$ cat config.mk
export PLATFORM = sky130hd
export DESIGN_NAME = mvm_stream_driver_flat
export DESIGN_NICKNAME = d
export VERILOG_FILES = /design/src/rtl/mvm_stream_driver_if.sv /design/src/rtl/mvm_stream_driver.sv /design/src/flat_wrapper.sv
export SDC_FILE = /design/constraint.sdc
export NUM_CORES = 1
export LEC_CHECK = 0
export BUFFER_PORTS_ARGS = -buffer_cell sky130_fd_sc_hd__clkbuf_2
export CAP_MARGIN = 20
export CORE_MARGIN = 4
export CORE_UTILIZATION = 45
export CTS_BUF_LIST = sky130_fd_sc_hd__clkbuf_4 sky130_fd_sc_hd__clkbuf_8
export DETAILED_ROUTE_END_ITERATION = 8
export HOLD_SLACK_MARGIN = 0.12
export PLACE_DENSITY = 0.63
export SYNTH_ARGS = -nofsm -noshare
export SYNTH_HDL_FRONTEND = slang
export SYNTH_SLANG_ARGS = --single-unit
$ cat constraint.sdc
create_clock -name clk -period 3.4 [get_ports clk]
set_clock_uncertainty 0.2 [all_clocks]
set_input_delay 0.34 -clock clk [delete_from_list [all_inputs] [get_ports clk]]
set_output_delay 0.34 -clock clk [all_outputs]
set_load 0.05 [all_outputs]
$ cat src/rtl/mvm_stream_driver_if.sv
`default_nettype none
// ============================================================================
// Module   : mvm_stream_driver_if
// Brief    : Input/output handshake bundle between the stream driver
//            (master) and the matrix-vector multiplier (slave).
// Revision : 1.0  initial release
// ============================================================================
interface mvm_stream_driver_if #(
  parameter int DATA_W = 8,
  parameter int OUT_W  = 19
);
  // Operand stream towards the multiplier
  logic              mvm_in_valid;
  logic              mvm_in_ready;
  logic              mvm_new_matrix;
  logic [DATA_W-1:0] mvm_in_data;

  // Result stream back from the multiplier
  logic              mvm_out_valid;
  logic              mvm_out_ready;
  logic [OUT_W-1:0]  mvm_out_data;

  modport master (
    output mvm_in_valid,
    output mvm_new_matrix,
    output mvm_in_data,
    output mvm_out_ready,
    input  mvm_in_ready,
    input  mvm_out_valid,
    input  mvm_out_data
  );

  modport slave (
    input  mvm_in_valid,
    input  mvm_new_matrix,
    input  mvm_in_data,
    input  mvm_out_ready,
    output mvm_in_ready,
    output mvm_out_valid,
    output mvm_out_data
  );
endinterface
`default_nettype wire

$ cat src/rtl/mvm_stream_driver.sv
`default_nettype none
// ============================================================================
// Module   : mvm_stream_driver
// Brief    : Holds a host-written 8x8 weight matrix W and 8-entry vector X,
//            streams them into the matrix-vector multiplier on start and
//            collects the 8 results into a host-readable buffer.
// Options  : MVM_STALL_INJECT_EN - gate in_valid/out_ready with a
//            free-running toggle to create handshake gaps.
// Revision : 1.0  initial release
// ============================================================================
module mvm_stream_driver #(
  parameter int DATA_W = 8,
  parameter int OUT_W  = 19
) (
  input  wire logic              clk,
  input  wire logic              rst,
  input  wire logic              host_wr_en,
  input  wire logic              host_wr_sel,
  input  wire logic [5:0]        host_wr_addr,
  input  wire logic [DATA_W-1:0] host_wr_data,
  input  wire logic              start,
  input  wire logic              send_w,
  input  wire logic [2:0]        res_rd_addr,
  output logic      [OUT_W-1:0]  res_rd_data,
  output logic                   busy,
  output logic                   done,
  mvm_stream_driver_if.master    mvm
);

  typedef enum logic [2:0] {
    ST_IDLE   = 3'd0,
    ST_SEND_W = 3'd1,
    ST_SEND_X = 3'd2,
    ST_RECV   = 3'd3,
    ST_DONE   = 3'd4
  } state_t;

  state_t            state_q, state_d;
  logic [5:0]        beat_cnt_q, beat_cnt_d;
  logic [2:0]        res_cnt_q, res_cnt_d;
  logic [OUT_W-1:0]  res_rd_q;

  logic [DATA_W-1:0] w_mem_q [64];
  logic [DATA_W-1:0] x_mem_q [8];
  logic [OUT_W-1:0]  r_mem_q [8];

  logic              hs_open;
  logic              in_valid;
  logic              in_new_matrix;
  logic [DATA_W-1:0] in_data;
  logic              out_ready;
  logic              capture;
  logic              busy_d;
  logic              done_d;

`ifdef MVM_STALL_INJECT_EN
  logic gate_q;

  // Free-running toggle: the handshake is only open on every other cycle
  always_ff @(posedge clk) begin
    if (rst) gate_q <= 1'b0;
    else     gate_q <= ~gate_q;
  end

  assign hs_open = gate_q;
`else
  assign hs_open = 1'b1;
`endif

  // State and counter registers
  always_ff @(posedge clk) begin
    if (rst) begin
      state_q    <= ST_IDLE;
      beat_cnt_q <= 6'd0;
      res_cnt_q  <= 3'd0;
    end else begin
      state_q    <= state_d;
      beat_cnt_q <= beat_cnt_d;
      res_cnt_q  <= res_cnt_d;
    end
  end

  // Next-state, counter and handshake output decode
  always_comb begin
    state_d       = state_q;
    beat_cnt_d    = beat_cnt_q;
    res_cnt_d     = res_cnt_q;
    in_valid      = 1'b0;
    in_new_matrix = 1'b0;
    in_data       = '0;
    out_ready     = 1'b0;
    capture       = 1'b0;
    busy_d        = 1'b1;
    done_d        = 1'b0;
    case (state_q)
      ST_IDLE: begin
        busy_d     = 1'b0;
        beat_cnt_d = 6'd0;
        res_cnt_d  = 3'd0;
        if (start) state_d = send_w ? ST_SEND_W : ST_SEND_X;
      end
      ST_SEND_W: begin
        in_valid      = hs_open;
        in_data       = w_mem_q[beat_cnt_q];
        // Flag stays up through stalls so it is stable until beat 0 is taken
        in_new_matrix = (beat_cnt_q == 6'd0);
        if (in_valid && mvm.mvm_in_ready) begin
          // Counter wraps 63 -> 0, which is exactly the first X index
          beat_cnt_d = beat_cnt_q + 6'd1;
          if (beat_cnt_q == 6'd63) state_d = ST_SEND_X;
        end
      end
      ST_SEND_X: begin
        in_valid = hs_open;
        in_data  = x_mem_q[beat_cnt_q[2:0]];
        if (in_valid && mvm.mvm_in_ready) begin
          beat_cnt_d = beat_cnt_q + 6'd1;
          if (beat_cnt_q[2:0] == 3'd7) begin
            beat_cnt_d = 6'd0;
            state_d    = ST_RECV;
          end
        end
      end
      ST_RECV: begin
        out_ready = hs_open;
        if (out_ready && mvm.mvm_out_valid) begin
          capture   = 1'b1;
          res_cnt_d = res_cnt_q + 3'd1;
          if (res_cnt_q == 3'd7) state_d = ST_DONE;
        end
      end
      ST_DONE: begin
        done_d  = 1'b1;
        state_d = ST_IDLE;
      end
      default: begin
        state_d = ST_IDLE;
      end
    endcase
  end

  // Host writes to W/X are honoured only while idle; contents are not reset
  always_ff @(posedge clk) begin
    if (!rst && (state_q == ST_IDLE) && host_wr_en) begin
      if (host_wr_sel) x_mem_q[host_wr_addr[2:0]] <= host_wr_data;
      else             w_mem_q[host_wr_addr]      <= host_wr_data;
    end
  end

  // Result capture into the host-visible buffer
  always_ff @(posedge clk) begin
    if (capture) r_mem_q[res_cnt_q] <= mvm.mvm_out_data;
  end

  // Registered result read; a same-cycle capture is seen on the next read
  always_ff @(posedge clk) begin
    if (rst) res_rd_q <= '0;
    else     res_rd_q <= r_mem_q[res_rd_addr];
  end

  assign res_rd_data        = res_rd_q;
  assign busy               = busy_d;
  assign done               = done_d;
  assign mvm.mvm_in_valid   = in_valid;
  assign mvm.mvm_new_matrix = in_new_matrix;
  assign mvm.mvm_in_data    = in_data;
  assign mvm.mvm_out_ready  = out_ready;

endmodule
`default_nettype wire

$ cat src/flat_wrapper.sv
// flat-port wrapper written by rule: the top's interface ports become plain ports
module mvm_stream_driver_flat 
#(
  parameter int DATA_W = 8,
  parameter int OUT_W  = 19
)
  (clk, rst, host_wr_en, host_wr_sel, host_wr_addr, host_wr_data, start, send_w, res_rd_addr, res_rd_data, busy, done, mvm_mvm_in_valid, mvm_mvm_new_matrix, mvm_mvm_in_data, mvm_mvm_out_ready, mvm_mvm_in_ready, mvm_mvm_out_valid, mvm_mvm_out_data);
  mvm_stream_driver_if #(.DATA_W(DATA_W), .OUT_W(OUT_W)) mvm_i ();
  input  wire logic clk;
  input  wire logic rst;
  input  wire logic host_wr_en;
  input  wire logic host_wr_sel;
  input  wire logic [5:0] host_wr_addr;
  input  wire logic [DATA_W-1:0] host_wr_data;
  input  wire logic start;
  input  wire logic send_w;
  input  wire logic [2:0] res_rd_addr;
  output logic      [OUT_W-1:0] res_rd_data;
  output logic busy;
  output logic done;
  output wire logic [$bits(mvm_i.mvm_in_valid)-1:0] mvm_mvm_in_valid;
  output wire logic [$bits(mvm_i.mvm_new_matrix)-1:0] mvm_mvm_new_matrix;
  output wire logic [$bits(mvm_i.mvm_in_data)-1:0] mvm_mvm_in_data;
  output wire logic [$bits(mvm_i.mvm_out_ready)-1:0] mvm_mvm_out_ready;
  input wire logic [$bits(mvm_i.mvm_in_ready)-1:0] mvm_mvm_in_ready;
  input wire logic [$bits(mvm_i.mvm_out_valid)-1:0] mvm_mvm_out_valid;
  input wire logic [$bits(mvm_i.mvm_out_data)-1:0] mvm_mvm_out_data;
  assign mvm_mvm_in_valid = mvm_i.mvm_in_valid;
  assign mvm_mvm_new_matrix = mvm_i.mvm_new_matrix;
  assign mvm_mvm_in_data = mvm_i.mvm_in_data;
  assign mvm_mvm_out_ready = mvm_i.mvm_out_ready;
  assign mvm_i.mvm_in_ready = mvm_mvm_in_ready;
  assign mvm_i.mvm_out_valid = mvm_mvm_out_valid;
  assign mvm_i.mvm_out_data = mvm_mvm_out_data;
  mvm_stream_driver #(.DATA_W(DATA_W), .OUT_W(OUT_W)) u_core (.clk(clk), .rst(rst), .host_wr_en(host_wr_en), .host_wr_sel(host_wr_sel), .host_wr_addr(host_wr_addr), .host_wr_data(host_wr_data), .start(start), .send_w(send_w), .res_rd_addr(res_rd_addr), .res_rd_data(res_rd_data), .busy(busy), .done(done), .mvm(mvm_i));
endmodule
Yosys cells after proc, flatten, opt, wreduce, memory -nomap -nowiden

Memories as Yosys holds them, arrays and structs flattened. A register that Yosys moved wholly into a read port is not among the register bits.
Index checks and enable logic that the tools add are counted.
W data, S select, Z words.

Add/subtract/negate cells: 2
Multiply operators: 0
Divide/modulo/power cells: 0
$lt $le $gt $ge: 0
Equal/unequal tests: 14
Shifts and indexed selects: 0
Mux-type cells: 35
Bitwise operators: 0
Reductions and logical operators: 11

Operators by type and width:

| kind                  | count |
|---|---|
| $mux W3               | 10 |
| $mux W6               | 5 |
| $pmux W6 S3           | 1 |
| $pmux W8 S2           | 1 |
| $mux W1               | 15 |
| $pmux W3 S4           | 1 |
| $eq A3 B3 Y1 const B  | 3 |
| $ne A2 B2 Y1 const B  | 4 |
| $reduce_and A7 Y1     | 1 |
| $add A6 B1 Y6 const B | 1 |
| $eq A3 B2 Y1 const B  | 2 |
| $eq A6 B6 Y1 const B  | 1 |
| $logic_not A6 Y1      | 1 |
| $ne A2 B1 Y1 const B  | 3 |
| $pmux W3 S2           | 1 |
| $add A3 B1 Y3 const B | 1 |
| $eq A3 B1 Y1 const B  | 1 |
| $logic_not A3 Y1      | 1 |
| $reduce_and A3 Y1     | 1 |
| $reduce_bool A3 Y1    | 1 |
| $logic_and A1 B1 Y1   | 2 |
| $mux W2               | 1 |
| $reduce_and A2 Y1     | 1 |
| $reduce_bool A2 Y1    | 1 |
| 2 further kinds       | 2 |

Flip-flop bits (word level): 12
Latch bits: 0
Bits in writable memories: 728
Memory bits (read-only): 0
Input bits: 44
Output and inout bits: 32
Word-level logic and storage cells: 68
Memories: 3

Memories:

| memory         | depth | bits a word | read ports | clocked after Yosys merged registers in | wr ports | RTL line                | source |
|---|---|---|---|---|---|---|---|
| u_core.w_mem_q | 64    | 8           | 1          | 1                                       | 1        | mvm_stream_driver.sv:43 | `logic [DATA_W-1:0] w_mem_q [64];` |
| u_core.r_mem_q | 8     | 19          | 1          | 1                                       | 1        | mvm_stream_driver.sv:45 | `logic [OUT_W-1:0] r_mem_q [8];` |
| u_core.x_mem_q | 8     | 8           | 1          | 1                                       | 1        | mvm_stream_driver.sv:44 | `logic [DATA_W-1:0] x_mem_q [8];` |

Logic depth before layout (Yosys ltp)

Depth in word-level cells: 6
Gate-level depth with buffers: 9
Depth with buffers taken out: 7

Worst setup path after synthesis

Ideal clock, no wire load.

Kind: flip-flop to flip-flop
Start: register u_core.state_q[0]
End: memory u_core.r_mem_q[0][0] (enable)
Setup time: 419 ps
Data arrival time: 2,986 ps
Data required time: 2,781 ps
Path slack: -205 ps
Stages on the path, launching flop included: 7
Path buffers: 1
Period minus slack after synthesis: 3,605 ps
Cells stage by stage: dfxtp_1 -> clkbuf_1 -> nand3_1 -> inv_1 -> nand2_1 -> or2_2 -> nor3_1

Word-level cells in the longest chain between the ends: 4

Ends and longest elaborated chain:

| what                          | RTL line                 | source |
|---|---|---|
| start, declared               | mvm_stream_driver.sv:38  | `state_t state_q, state_d;` |
| start signal, assigned        | mvm_stream_driver.sv:77  | `state_q <= state_d;` |
| $eq A3 B2 Y1                  | mvm_stream_driver.sv:95  | `case (state_q)` |
| $mux W1                       | mvm_stream_driver.sv:95  |  |
| $mux W1                       | mvm_stream_driver.sv:152 | `if (capture) r_mem_q[res_cnt_q] <= mvm.mvm_out_data;` |
| $mux W1 (implied by the code) | mvm_stream_driver.sv:152 |  |
| end, declared                 | mvm_stream_driver.sv:45  |  |

No other way between the ends.

==> insert_results.sql <==
INSERT INTO impl_metrics (metric_group, metric, value, unit) VALUES
('cts', 'root_buffer', 'sky130_fd_sc_hd__clkbuf_8', ''),
('synth', 'ys_seq_area_share', '76.90', '%'),
('setup_path', 'worst-r2r-cell-count', '7', ''),
('timing', 'setup_ws', '-500.1', 'ps'),
('synth', 'synth.top_cells.by_area', 'sky130_fd_sc_hd__edfxtp_1 74%, sky130_fd_sc_hd__mux4_2 15%, sky130_fd_sc_hd__dfxtp_1 2.5%', ''),
('power_and_ir_drop', 'power_density', '620.0', 'nW/um2'),
('power_and_ir_drop', 'power_frac_seq', '47.6', '%'),
('detailed_routing', 'detailedRoute.firstPassIterationCount', '5', ''),
('synth', 'synth_enable_flop_cells', '728', ''),
('floorplanning', 'die_area', '69460', 'um2'),
('synth', 'top_cell_type_s_share_of_synthesized_area', '74.38', '%'),
('floorplanning', 'core_area', '64580', 'um2'),
('setup_path', 'worstPathCellList', 'buf_12, buf_12, buf_16, mux4_2, mux4_2, mux2_4, nand2_4, o211ai_1, clkbuf_8', ''),
('setup_path', 'worstSetupPathType', 'flip-flop to output pin', ''),
('synth', 'yosys_warnings', '0', ''),
('place', 'dp.final_hpwl', '39490', 'um'),
('synth', 'netlist-cell-type-count', '46', ''),
('power_and_ir_drop', 'power_frac_clock', '37.9', '%'),
('timing', 'setup_total_negative_slack', '-3639', 'ps'),
('global_route', 'grt_first_pass_wirelength', '98790', 'um'),
('setup_path', 'timing.critical_path.fanout_max', '7', ''),
('timing', 'grt_setup_unrepaired', 'yes', ''),
('detailed_routing', 'first_iter_violations', '1509', ''),
('power_and_ir_drop', 'leakage', '11.40', 'nW'),
('cts', 'tritoncts.num_buffers', '130', ''),
('setup_path', 'critical_path.endpoint_type', 'output pin', ''),
('synth', 'synth_seq_cells', '765', ''),
('timing', 'min_period_over_period', '114.7', '%'),
('detailed_routing', 'final_antenna_net_count', '0', ''),
('floorplanning', 'die_height', '263.6', 'um'),
('power_and_ir_drop', 'comb_power_share', '14.5', '%'),
('floorplanning', 'placement_rows', '93', ''),
('run_status', 'status', 'complete, but fails checks', ''),
('timing', 'layout_min_cycle_time', '3900', 'ps'),
('synth', 'synth.net_count', '1409', ''),
('synth', 'ys_async_sr_fraction', '0', '%'),
('flow_run', 'maxCapViolCount', '0', ''),
('power_and_ir_drop', 'ir_drop', '0.3247', 'mV'),
('detailed_routing', 'detailroute.via_count', '14632', ''),
('place', 'dp_slack', '167.4', 'ps'),
('synth', 'synth_area', '29390', 'um2'),
('finish', 'final_nets', '1738', ''),
('synth', 'synth.top_cells.by_count', '728 x sky130_fd_sc_hd__edfxtp_1, 198 x sky130_fd_sc_hd__mux4_2, 108 x sky130_fd_sc_hd__nor2_1', ''),
('timing', 'worst_slew_margin', '42.53', '%'),
('cts', 'h-tree-depth', '4', ''),
('finish', 'finalCoreUtilization', '54.60', '%'),
('detailed_routing', 'average_wire_per_standard_cell', '24.88', 'um'),
('synth', 'netlist.top_cell.by_area', 'sky130_fd_sc_hd__edfxtp_1', ''),
('setup_path', 'critical_path.reg2reg.endpoint', 'u_core.x_mem_q[1][1]', ''),
('cts', 'clock_sink_count', '765', ''),
('detailed_routing', 'route.detailed.drc', '0', ''),
('detailed_routing', 'routed_wl', '65870', 'um'),
('run_status', 'failed_checks', 'setup timing', ''),
('synth', 'postSynthAreaPerCell', '21.61', 'um2'),
('cts', 'clkLatencyLatePin', '760', 'ps'),
('synth', 'synth.most_common_cell', 'sky130_fd_sc_hd__edfxtp_1', ''),
('global_route', 'grt_remaining_overflow', '0', ''),
('global_route', 'grtUsageTotal', '19.19', '%'),
('cts', 'clkSlewWorstSetupHoldPaths', '60', 'ps'),
('setup_path', 'cp.arrival', '3360', 'ps'),
('setup_path', 'startpoint_types', 'flip-flop', ''),
('timing', 'final-max-slew-violation-count', '0', ''),
('timing', 'final_setup_viols', '8', ''),
('global_route', 'grt_antenna_before_repair', '2', ''),
('cts', 'ctsLongestPathBuffers', '3', ''),
('cts', 'tritoncts', 'done', ''),
('setup_path', 'worst_r2r_startpoint', 'u_core.state_q[1]', ''),
('power_and_ir_drop', 'cell_int_power', '0.01654', 'W'),
('global_route', 'grt_pass1_vias', '15591', ''),
('finish', 'nFillCells', '4892', ''),
('setup_path', 'cpMaxStageDelayCell', 'sky130_fd_sc_hd__mux4_2', '');
==> per-stage QoR <==
stage | hold WS [ps] | cell area, um2
2_1_floorplan | 238.9 | 29390
3_3_place_gp | 292.2 | 31660
3_5_place_dp | 296.8 | 31660
4_1_cts | 125.3 | 35160
5_1_grt | 143.7 | 35260
6_report | 164.1 | 35260
==> how the worst min path moves through the flow <==
stage | start | endpoint | cells past startpoint
finish | res_rd_addr[2] | u_core.res_rd_data[2] | 3
CTS | mvm_mvm_out_data[14] | u_core.r_mem_q[4][14] | 2
global route | mvm_mvm_out_data[14] | u_core.r_mem_q[6][14] | 2
detailed placement | u_core.res_cnt_q[0] | u_core.res_cnt_q[0] | 2
floorplan | mvm_mvm_out_data[0] | u_core.r_mem_q[0][0] | 0
global placement | u_core.res_cnt_q[0] | u_core.res_cnt_q[0] | 2
==> critical path: cells and delay by family, from the launching register on <==
kind,cells,cell delay [ps]
multiplexers,3,1300
buffers and inverters,4,660
flip-flops,1,360
AO/OA/AOI/OAI,1,180
AND/OR/NAND/NOR,1,80
==> state kept, by name, indices dropped and copies added (netlist names), named ones only <==
register            count
u_core.state_q          3
u_core.beat_cnt_q       6
u_core.x_mem_q         64
u_core.r_mem_q        152
u_core.w_mem_q        512
u_core.res_cnt_q        3
u_core.res_rd_data     19
==> power by group through the flow <==
stage | clock [W] | combinational, W | sequential, W
after floorplan | 0 | 0.00186 | 0.0106
after global placement | 0 | 0.00266 | 0.0106
after detailed placement | 0 | 0.00268 | 0.0106
after CTS | 0.00850 | 0.00315 | 0.0104
after global routing | 0.00897 | 0.00337 | 0.0104
final | 0.00828 | 0.00317 | 0.0104
==> placed cells by master, fill, tap and decap left out, types with 8 or more instances in the layout <==
cell                            synthesis  final
sky130_fd_sc_hd__o211ai_1              14     14
sky130_fd_sc_hd__clkinv_1               0     29
sky130_fd_sc_hd__clkbuf_2               0     67
sky130_fd_sc_hd__nand2_1               30     26
sky130_fd_sc_hd__clkbuf_8               0    141
sky130_fd_sc_hd__dfxtp_1               37     34
sky130_fd_sc_hd__clkinv_2               0     15
sky130_fd_sc_hd__nand3_1               16     16
sky130_fd_sc_hd__a21oi_1               10     10
sky130_fd_sc_hd__buf_12                 0     11
sky130_fd_sc_hd__clkbuf_4               0     36
sky130_fd_sc_hd__mux2i_1               46     40
sky130_fd_sc_hd__buf_16                 0      9
sky130_fd_sc_hd__edfxtp_1             728    728
sky130_fd_sc_hd__mux4_2               198    198
sky130_fd_sc_hd__dlygate4sd3_1          0     42
sky130_fd_sc_hd__inv_1                  8      8
sky130_fd_sc_hd__nor2_1               108    102
sky130_fd_sc_hd__buf_4                  8    125
sky130_fd_sc_hd__mux2_2                17     13
==> layer usage <==
layer | up-vias | share of wire (%) | wire length [um] | GRT usage (%)
li1 | 6330 | - | - | -
met1 | 7644 | 42 | 27390 | 25.99
met2 | 534 | 49 | 32410 | 30.96
met3 | 122 | 6.8 | 4498 | 5.103
met4 | 2 | 2.4 | 1563 | 5.799
met5 | - | 0.020 | 13 | 0
==> cell type report <==
type / instances / area (um2) / share of cell area (%)
sequential: 765 / 22610 / 64.13
clock inverter: 64 / 508.0 / 1.441
antenna: 1 / 2.502 / 0.007097
timing repair buffer: 266 / 2332 / 6.614
tap: 855 / 1070 / 3.034
multi-input combinational: 518 / 6590 / 18.69
clock buffer: 170 / 2115 / 5.997
inverter: 8 / 30.03 / 0.08516
==> cells by family after synthesis <==
group | after synthesis | share of synthesized area [%]
xor gates and xnor gates | 3 | 0.08942
buffers and inverters | 77 | 1.184
and+or+nand+nor | 199 | 3.082
DFF | 765 | 76.90
muxes | 261 | 17.39
adders and majority gates | 6 | 0.2469
AOI/OAI and AO/OA | 49 | 1.103
==> what timing repair did <==
| item | CTS | global route |
|---|---|---|
| setup endpoints to repair | 8 | 8 |
| pin swaps | 8 | 10 |
| gates resized for setup | 47 | 7 |
| hold endpoints to repair | 413 | 72 |
| buffers inserted | 11 | 1 |
| hold buffers | 41 | 1 |
| gates cloned | 5 | 1 |
(Power assumes the default switching activity.)
